<file path="src/rtl/spi_pkg.sv">
// spi_pkg -- shared definitions for the SPI master transfer block.
//   SPI_WORD_W       : frame length in bits (one word per chip-select frame)
//   SPI_BIT_CNT_W    : width of the sclk-rise counter; holds 0..SPI_WORD_W without wrapping
//   SPI_CLK_DIV_DEF  : default clk cycles per sclk half-period
//   SPI_CS_GAP_DEF   : default clk cycles of cs high between frames
//   spi_state_e      : transfer FSM states
//   spi_frame_t      : per-frame shift registers and rise counter
package spi_pkg;

  localparam int SPI_WORD_W      = 32;
  localparam int SPI_BIT_CNT_W   = 6;
  localparam int SPI_CLK_DIV_DEF = 4;
  localparam int SPI_CS_GAP_DEF  = 4;

  typedef enum logic [2:0] {
    IDLE   = 3'd0,
    SETUP  = 3'd1,
    SCK_HI = 3'd2,
    SCK_LO = 3'd3,
    HOLD   = 3'd4,
    GAP    = 3'd5
  } spi_state_e;

  typedef struct packed {
    logic [SPI_WORD_W-1:0]    tx_shift;  // word being sent, indexed by rise count
    logic [SPI_WORD_W-1:0]    rx_shift;  // miso bits, shifted in from the top
    logic [SPI_BIT_CNT_W-1:0] rise_cnt;  // sclk rises issued so far this frame
  } spi_frame_t;

endpackage

</file>
<file path="src/rtl/spi_sclk_div.sv">
// spi_sclk_div -- phase timer for the SPI master.
// Emits a one-clk tick on the last cycle of every CLK_DIV-cycle period.
// Ports:
//   clk, rst_n : system clock, async active-low reset
//   clr        : hold the count at zero (period restarts when clr drops)
//   tick       : high for one cycle at the end of each period
module spi_sclk_div
  import spi_pkg::*;
#(
  parameter int CLK_DIV = SPI_CLK_DIV_DEF
) (
  input  logic clk,
  input  logic rst_n,
  input  logic clr,
  output logic tick
);

  if (CLK_DIV < 2) begin : g_bad_div
    $error("spi_sclk_div: CLK_DIV must be >= 2");
  end

  localparam int             CW      = $clog2(CLK_DIV);
  localparam logic [CW-1:0]  CNT_MAX = CW'(CLK_DIV - 1);

  logic [CW-1:0] cnt;

  // Wrapping on the tick doubles as the restart at every FSM transition,
  // since transitions only ever happen on a tick.
  always_ff @(posedge clk or negedge rst_n) begin
    if (!rst_n)                      cnt <= '0;
    else if (clr || cnt == CNT_MAX)  cnt <= '0;
    else                             cnt <= cnt + 1'b1;
  end

  assign tick = (cnt == CNT_MAX) && !clr;

endmodule

</file>
<file path="src/rtl/spi_master_xfer.sv">
// spi_master_xfer -- 32-bit SPI mode-0 master, LSB first, one word per frame.
// Ports:
//   clk, rst_n          : system clock, async active-low reset
//   tx_data/tx_valid    : word to send; accepted when tx_valid && tx_ready
//   tx_ready            : high only in IDLE
//   rx_data/rx_valid    : word received in the last frame; rx_valid pulses once
//   busy                : accept cycle through end of the inter-frame gap
//   cs, sclk, mosi, miso: SPI pins (cs active low, sclk idles low)
// Frame: SETUP, 32 x (SCK_HI, SCK_LO), HOLD, each CLK_DIV cycles, so cs is
// low for 66*CLK_DIV cycles; then CS_GAP cycles of GAP and one IDLE cycle.
module spi_master_xfer
  import spi_pkg::*;
#(
  parameter int CLK_DIV = SPI_CLK_DIV_DEF,
  parameter int CS_GAP  = SPI_CS_GAP_DEF
) (
  input  logic                  clk,
  input  logic                  rst_n,
  input  logic [SPI_WORD_W-1:0] tx_data,
  input  logic                  tx_valid,
  output logic                  tx_ready,
  output logic [SPI_WORD_W-1:0] rx_data,
  output logic                  rx_valid,
  output logic                  busy,
  output logic                  cs,
  output logic                  sclk,
  output logic                  mosi,
  input  logic                  miso
);

  if (CLK_DIV < 2) begin : g_bad_div
    $error("spi_master_xfer: CLK_DIV must be >= 2");
  end
  if (CS_GAP < 1) begin : g_bad_gap
    $error("spi_master_xfer: CS_GAP must be >= 1");
  end

  localparam int                      GW        = (CS_GAP > 1) ? $clog2(CS_GAP) : 1;
  localparam logic [GW-1:0]           GAP_MAX   = GW'(CS_GAP - 1);
  localparam logic [SPI_BIT_CNT_W-1:0] LAST_RISE = SPI_BIT_CNT_W'(SPI_WORD_W);

  spi_state_e    state;
  spi_frame_t    frm;
  logic [GW-1:0] gap_cnt;
  logic          tick;
  logic          div_clr;

  // Divider only runs in the timed states; IDLE and GAP are counted elsewhere.
  assign div_clr = (state == IDLE) || (state == GAP);

  spi_sclk_div #(.CLK_DIV(CLK_DIV)) u_div (
    .clk  (clk),
    .rst_n(rst_n),
    .clr  (div_clr),
    .tick (tick)
  );

  always_ff @(posedge clk or negedge rst_n) begin
    if (!rst_n) begin
      state    <= IDLE;
      cs       <= 1'b1;
      sclk     <= 1'b0;
      mosi     <= 1'b0;
      tx_ready <= 1'b1;
      busy     <= 1'b0;
      rx_valid <= 1'b0;
      rx_data  <= '0;
      frm      <= '0;
      gap_cnt  <= '0;
    end else begin
      rx_valid <= 1'b0;
      case (state)
        IDLE: begin
          if (tx_valid && tx_ready) begin
            state        <= SETUP;
            cs           <= 1'b0;
            mosi         <= tx_data[0];
            tx_ready     <= 1'b0;
            busy         <= 1'b1;
            frm.tx_shift <= tx_data;
            frm.rise_cnt <= '0;
          end
        end

        // SETUP and SCK_LO share the rising-edge action; SCK_LO leaves for
        // HOLD once all 32 rises are done (counter stops at 32, no wrap).
        SETUP, SCK_LO: begin
          if (tick) begin
            if (state == SCK_LO && frm.rise_cnt == LAST_RISE) begin
              state <= HOLD;
            end else begin
              state        <= SCK_HI;
              sclk         <= 1'b1;
              frm.rx_shift <= {miso, frm.rx_shift[SPI_WORD_W-1:1]};
              frm.rise_cnt <= frm.rise_cnt + 1'b1;
            end
          end
        end

        // Falling edge: rise_cnt already equals the index of the next bit.
        SCK_HI: begin
          if (tick) begin
            state <= SCK_LO;
            sclk  <= 1'b0;
            if (frm.rise_cnt != LAST_RISE)
              mosi <= frm.tx_shift[frm.rise_cnt[4:0]];
          end
        end

        HOLD: begin
          if (tick) begin
            state    <= GAP;
            cs       <= 1'b1;
            mosi     <= 1'b0;
            rx_data  <= frm.rx_shift;
            rx_valid <= 1'b1;
            gap_cnt  <= '0;
          end
        end

        GAP: begin
          if (gap_cnt == GAP_MAX) begin
            state    <= IDLE;
            tx_ready <= 1'b1;
            busy     <= 1'b0;
          end else begin
            gap_cnt <= gap_cnt + 1'b1;
          end
        end

        default: state <= IDLE;
      endcase
    end
  end

endmodule

</file>
<file path="config.mk">
export PLATFORM = sky130hd
export DESIGN_NAME = spi_master_xfer
export DESIGN_NICKNAME = d
export VERILOG_FILES = /design/src/rtl/spi_pkg.sv /design/src/rtl/spi_sclk_div.sv /design/src/rtl/spi_master_xfer.sv
export SDC_FILE = /design/constraint.sdc
export NUM_CORES = 1
export LEC_CHECK = 0
export BUFFER_PORTS_ARGS = -buffer_cell sky130_fd_sc_hd__buf_2
export CAP_MARGIN = 40
export CORE_MARGIN = 2
export CORE_UTILIZATION = 63
export CTS_BUF_LIST = sky130_fd_sc_hd__clkbuf_8
export CTS_CLUSTER_SIZE = 24
export DETAILED_ROUTE_END_ITERATION = 10
export GPL_ROUTABILITY_DRIVEN = 0
export PLACE_DENSITY = 0.87
export SLEW_MARGIN = 15
export SYNTH_ARGS = -nofsm -noshare
export SYNTH_HDL_FRONTEND = slang
export SYNTH_SLANG_ARGS = --single-unit
</file>
<file path="constraint.sdc">
create_clock -name clk -period 4.3 [get_ports clk]
set_input_delay 0.86 -clock clk [delete_from_list [all_inputs] [get_ports clk]]
set_output_delay 0.86 -clock clk [all_outputs]
set_load 0.05 [all_outputs]
</file>
==> results.ini <==
[synthesis]
synthDistinctLibCells=40
synthesis.yosys.warnings=0
postSynthCellCount=346
synth-main-ff-cell=sky130_fd_sc_hd__dfrtp_1
synth.largest_area_cell=sky130_fd_sc_hd__dfrtp_1
synth_most_common_cell=sky130_fd_sc_hd__dfrtp_1
yosys-top-cells-count=sky130_fd_sc_hd__dfrtp_1 (113), sky130_fd_sc_hd__mux2_2 (74), sky130_fd_sc_hd__mux2_4 (26)
netlist_area_um2=5010
synth_seq_cells=115
synth_edf_count=0
cell_types_occupying_the_most_area_after_synthesis=sky130_fd_sc_hd__dfrtp_1 (56%), sky130_fd_sc_hd__mux2_2 (17%), sky130_fd_sc_hd__mux2_4 (7.8%)
portion_of_the_post_synthesis_area_used_by_sequential_elements_pct=57.5
mappedNetlistNets=386
avgSynthCellArea_um2=14.5
synth_top_area_share_pct=56.5
asyncSetResetFlopFracSynth_pct=100

[setup_path]
regToRegSetupSlack_ns=1.56
sort_of_element_at_the_start_of_the_critical_path=flip-flop
crit_start=frm[0]
reg2regPathDepth=7
worstReg2RegStart=frm[0]
crit_fanout=36
critical_path_class=flip-flop to flip-flop
critPathRequiredTime_ns=4.61
r2r_end=frm[18]
worstSetupEndpointType=flip-flop
worstPathArrival_ns=3.05

[timing]
fin_skew_ns=0.00916
setup_viol=0
layout_setup_ws_ns=1.56
max_freq_mhz=365
rsz0062_at_grt=no
whs_ns=0.389
fin_setup_tns_ns=0
max_slew.worst_pin.slew_ns=0.683
maxSlewHeadroom_pct=54.5
final_clock_period_utilization_by_the_worst_path_pct=63.7
slew_viol_final=0
finalHoldViolCount=0
timing.final.crit_period_ns=2.74

[placed_design]
placed_standard_cell_area_um2=5410
detailedPlace.worstSlack_ns=1.55
place.port_buffers=73
detailedPlacementHpwl_mm=5.81
place.detailed.instances=506

[global_routing]
grt_first_pass_wirelength_mm=14.4
grt.total_usage_pct=21.8
globalRouteOverflowTotal=0
first_global_vias=2964
initial_antenna_violation_count=0
grt_max_degree=46

[detailed_routing]
finalWirelength_mm=8.59
detail_route.vias_per_cell=5.47
first_pass_iters=4
via_count=2943
route.detailed.drc=0
mean_routed_wirelength_per_cell_um=16.0
antenna_violating_nets_post_route=0
detail_route.iter0.violations=176

[power]
power.density_nw_per_um2=359
totalPowerFinal_mw=2.08
internal_dissipation_mw=1.57
power_switching_mw=0.507
combinational_group_share_of_total_power_pct=2.0
share_clk_of_total_power_pct=45.7
worst_ir_drop_vdd_mv=0.253
p_seq_share_pct=52.3
switching_share_pct=24.4
p_leak_nw=3.00

[layout]
antenna_cells=0
final_cell_area_um2=5790
final_util_pct=74.9
synthToLayoutAreaGrowth_pct=15.6
layout-drive-gt1-share_pct=51.1
nets=463
final-instance-count-excl-fill=538

[clock_tree]
ctsResizeCount=0
h-tree-depth=4
cts-buffers-inserted=17
clk_pin_slew_ns=0.08
cts_post_setup_buffers_inserted=0
postCtsHoldBufs=0
cts_root_buf=sky130_fd_sc_hd__clkbuf_8
cts_tree=done
clock_insertion_delay_worst_skew_ns=0.43
cts_max_path_buffers=2
number_of_sinks_on_the_clock_net=115

[outcome]
result_of_the_run=complete, no violations

[die]
die_width_um=93.2
pin_count=74
total_number_of_placement_rows=32
start_util_pct=64.8
design.die.area_um2=8680
chipHeight_um=93.2
coreArea_um2=7730

[flow_run]
timing.max_cap.violations=0

[hold_path]
hold_path_class=input port to async pin

[cell type report]
class	count	area, µm²
Sequential cell	115	2880
Multi-Input combinational cell	209	1980
Fill cell	482	1940
Timing Repair Buffer	78	405
Clock buffer	17	234
Clock inverter	15	150
Tap cell	102	128
Inverter	2	7.51
[state kept, by name, indices dropped and copies added, names as in the netlist]
signal and cells:
rx_data 32, busy 1, gap_cnt 2, frm 70
u_div.cnt 2, mosi 1, cs 1, sclk 1
tx_ready 1, state 3, rx_valid 1
[per-layer routing]
metal | GRT usage [%] | vias up | share of wire, %
met5 | 0 | - | 0
met3 | 6.53 | 10 | 4.4
li1 | - | 1399 | -
met2 | 35.1 | 68 | 50
met4 | 8.33 | 0 | 1.3
met1 | 28.0 | 1466 | 45
[power groups by stage]
stage          sequential [mW]  clock [mW]  combinational (mW)
2_1_floorplan             1.11           0             0.00451
3_3_place_gp              1.11           0              0.0420
3_5_place_dp              1.11           0              0.0436
4_1_cts                   1.09       0.971              0.0437
5_1_grt                   1.09        1.02              0.0482
6_report                  1.09       0.950              0.0418
[critical path: stages (launching register included)]
cell,delay (ns)
sky130_fd_sc_hd__dfrtp_1,0.79
sky130_fd_sc_hd__inv_1,0.13
sky130_fd_sc_hd__ha_1,0.23
sky130_fd_sc_hd__nor4b_4,0.13
sky130_fd_sc_hd__a31oi_2,0.27
sky130_fd_sc_hd__nor2b_4,0.17
sky130_fd_sc_hd__buf_4,0.49
sky130_fd_sc_hd__mux2_2,0.40
[worst max-delay path by stage]
stage / end / cells after the start
floorplan: frm[10] / 10
global placement: frm[22] / 7
detailed placement: frm[21] / 7
CTS: frm[21] / 7
global route: frm[18] / 7
finish: frm[18] / 7
[placed cells by master, fill, tap and decap left out, types with 5 or more instances in the layout]
| cell type | instances |
|---|---|
| sky130_fd_sc_hd__a21oi_1 | 5 |
| sky130_fd_sc_hd__buf_2 | 72 |
| sky130_fd_sc_hd__buf_4 | 6 |
| sky130_fd_sc_hd__clkbuf_8 | 17 |
| sky130_fd_sc_hd__clkinv_4 | 5 |
| sky130_fd_sc_hd__dfrtp_1 | 113 |
| sky130_fd_sc_hd__mux2_2 | 74 |
| sky130_fd_sc_hd__mux2_4 | 26 |
| sky130_fd_sc_hd__mux4_2 | 6 |
| sky130_fd_sc_hd__nand2_1 | 18 |
| sky130_fd_sc_hd__nand3_1 | 8 |
| sky130_fd_sc_hd__nor2_1 | 15 |
| sky130_fd_sc_hd__nor2b_1 | 6 |
| sky130_fd_sc_hd__nor3_1 | 6 |
| sky130_fd_sc_hd__o21ai_0 | 9 |
[cells by family after synthesis]
group / synth area share, %
AOI/OAI and AO/OA: 4.37
DFF: 57.5
and+or+nand+nor: 7.12
adders and majority gates: 0.999
buffers and inverters: 2.87
muxes: 27.1
Note: power is estimated with default switching activity, not from simulation.
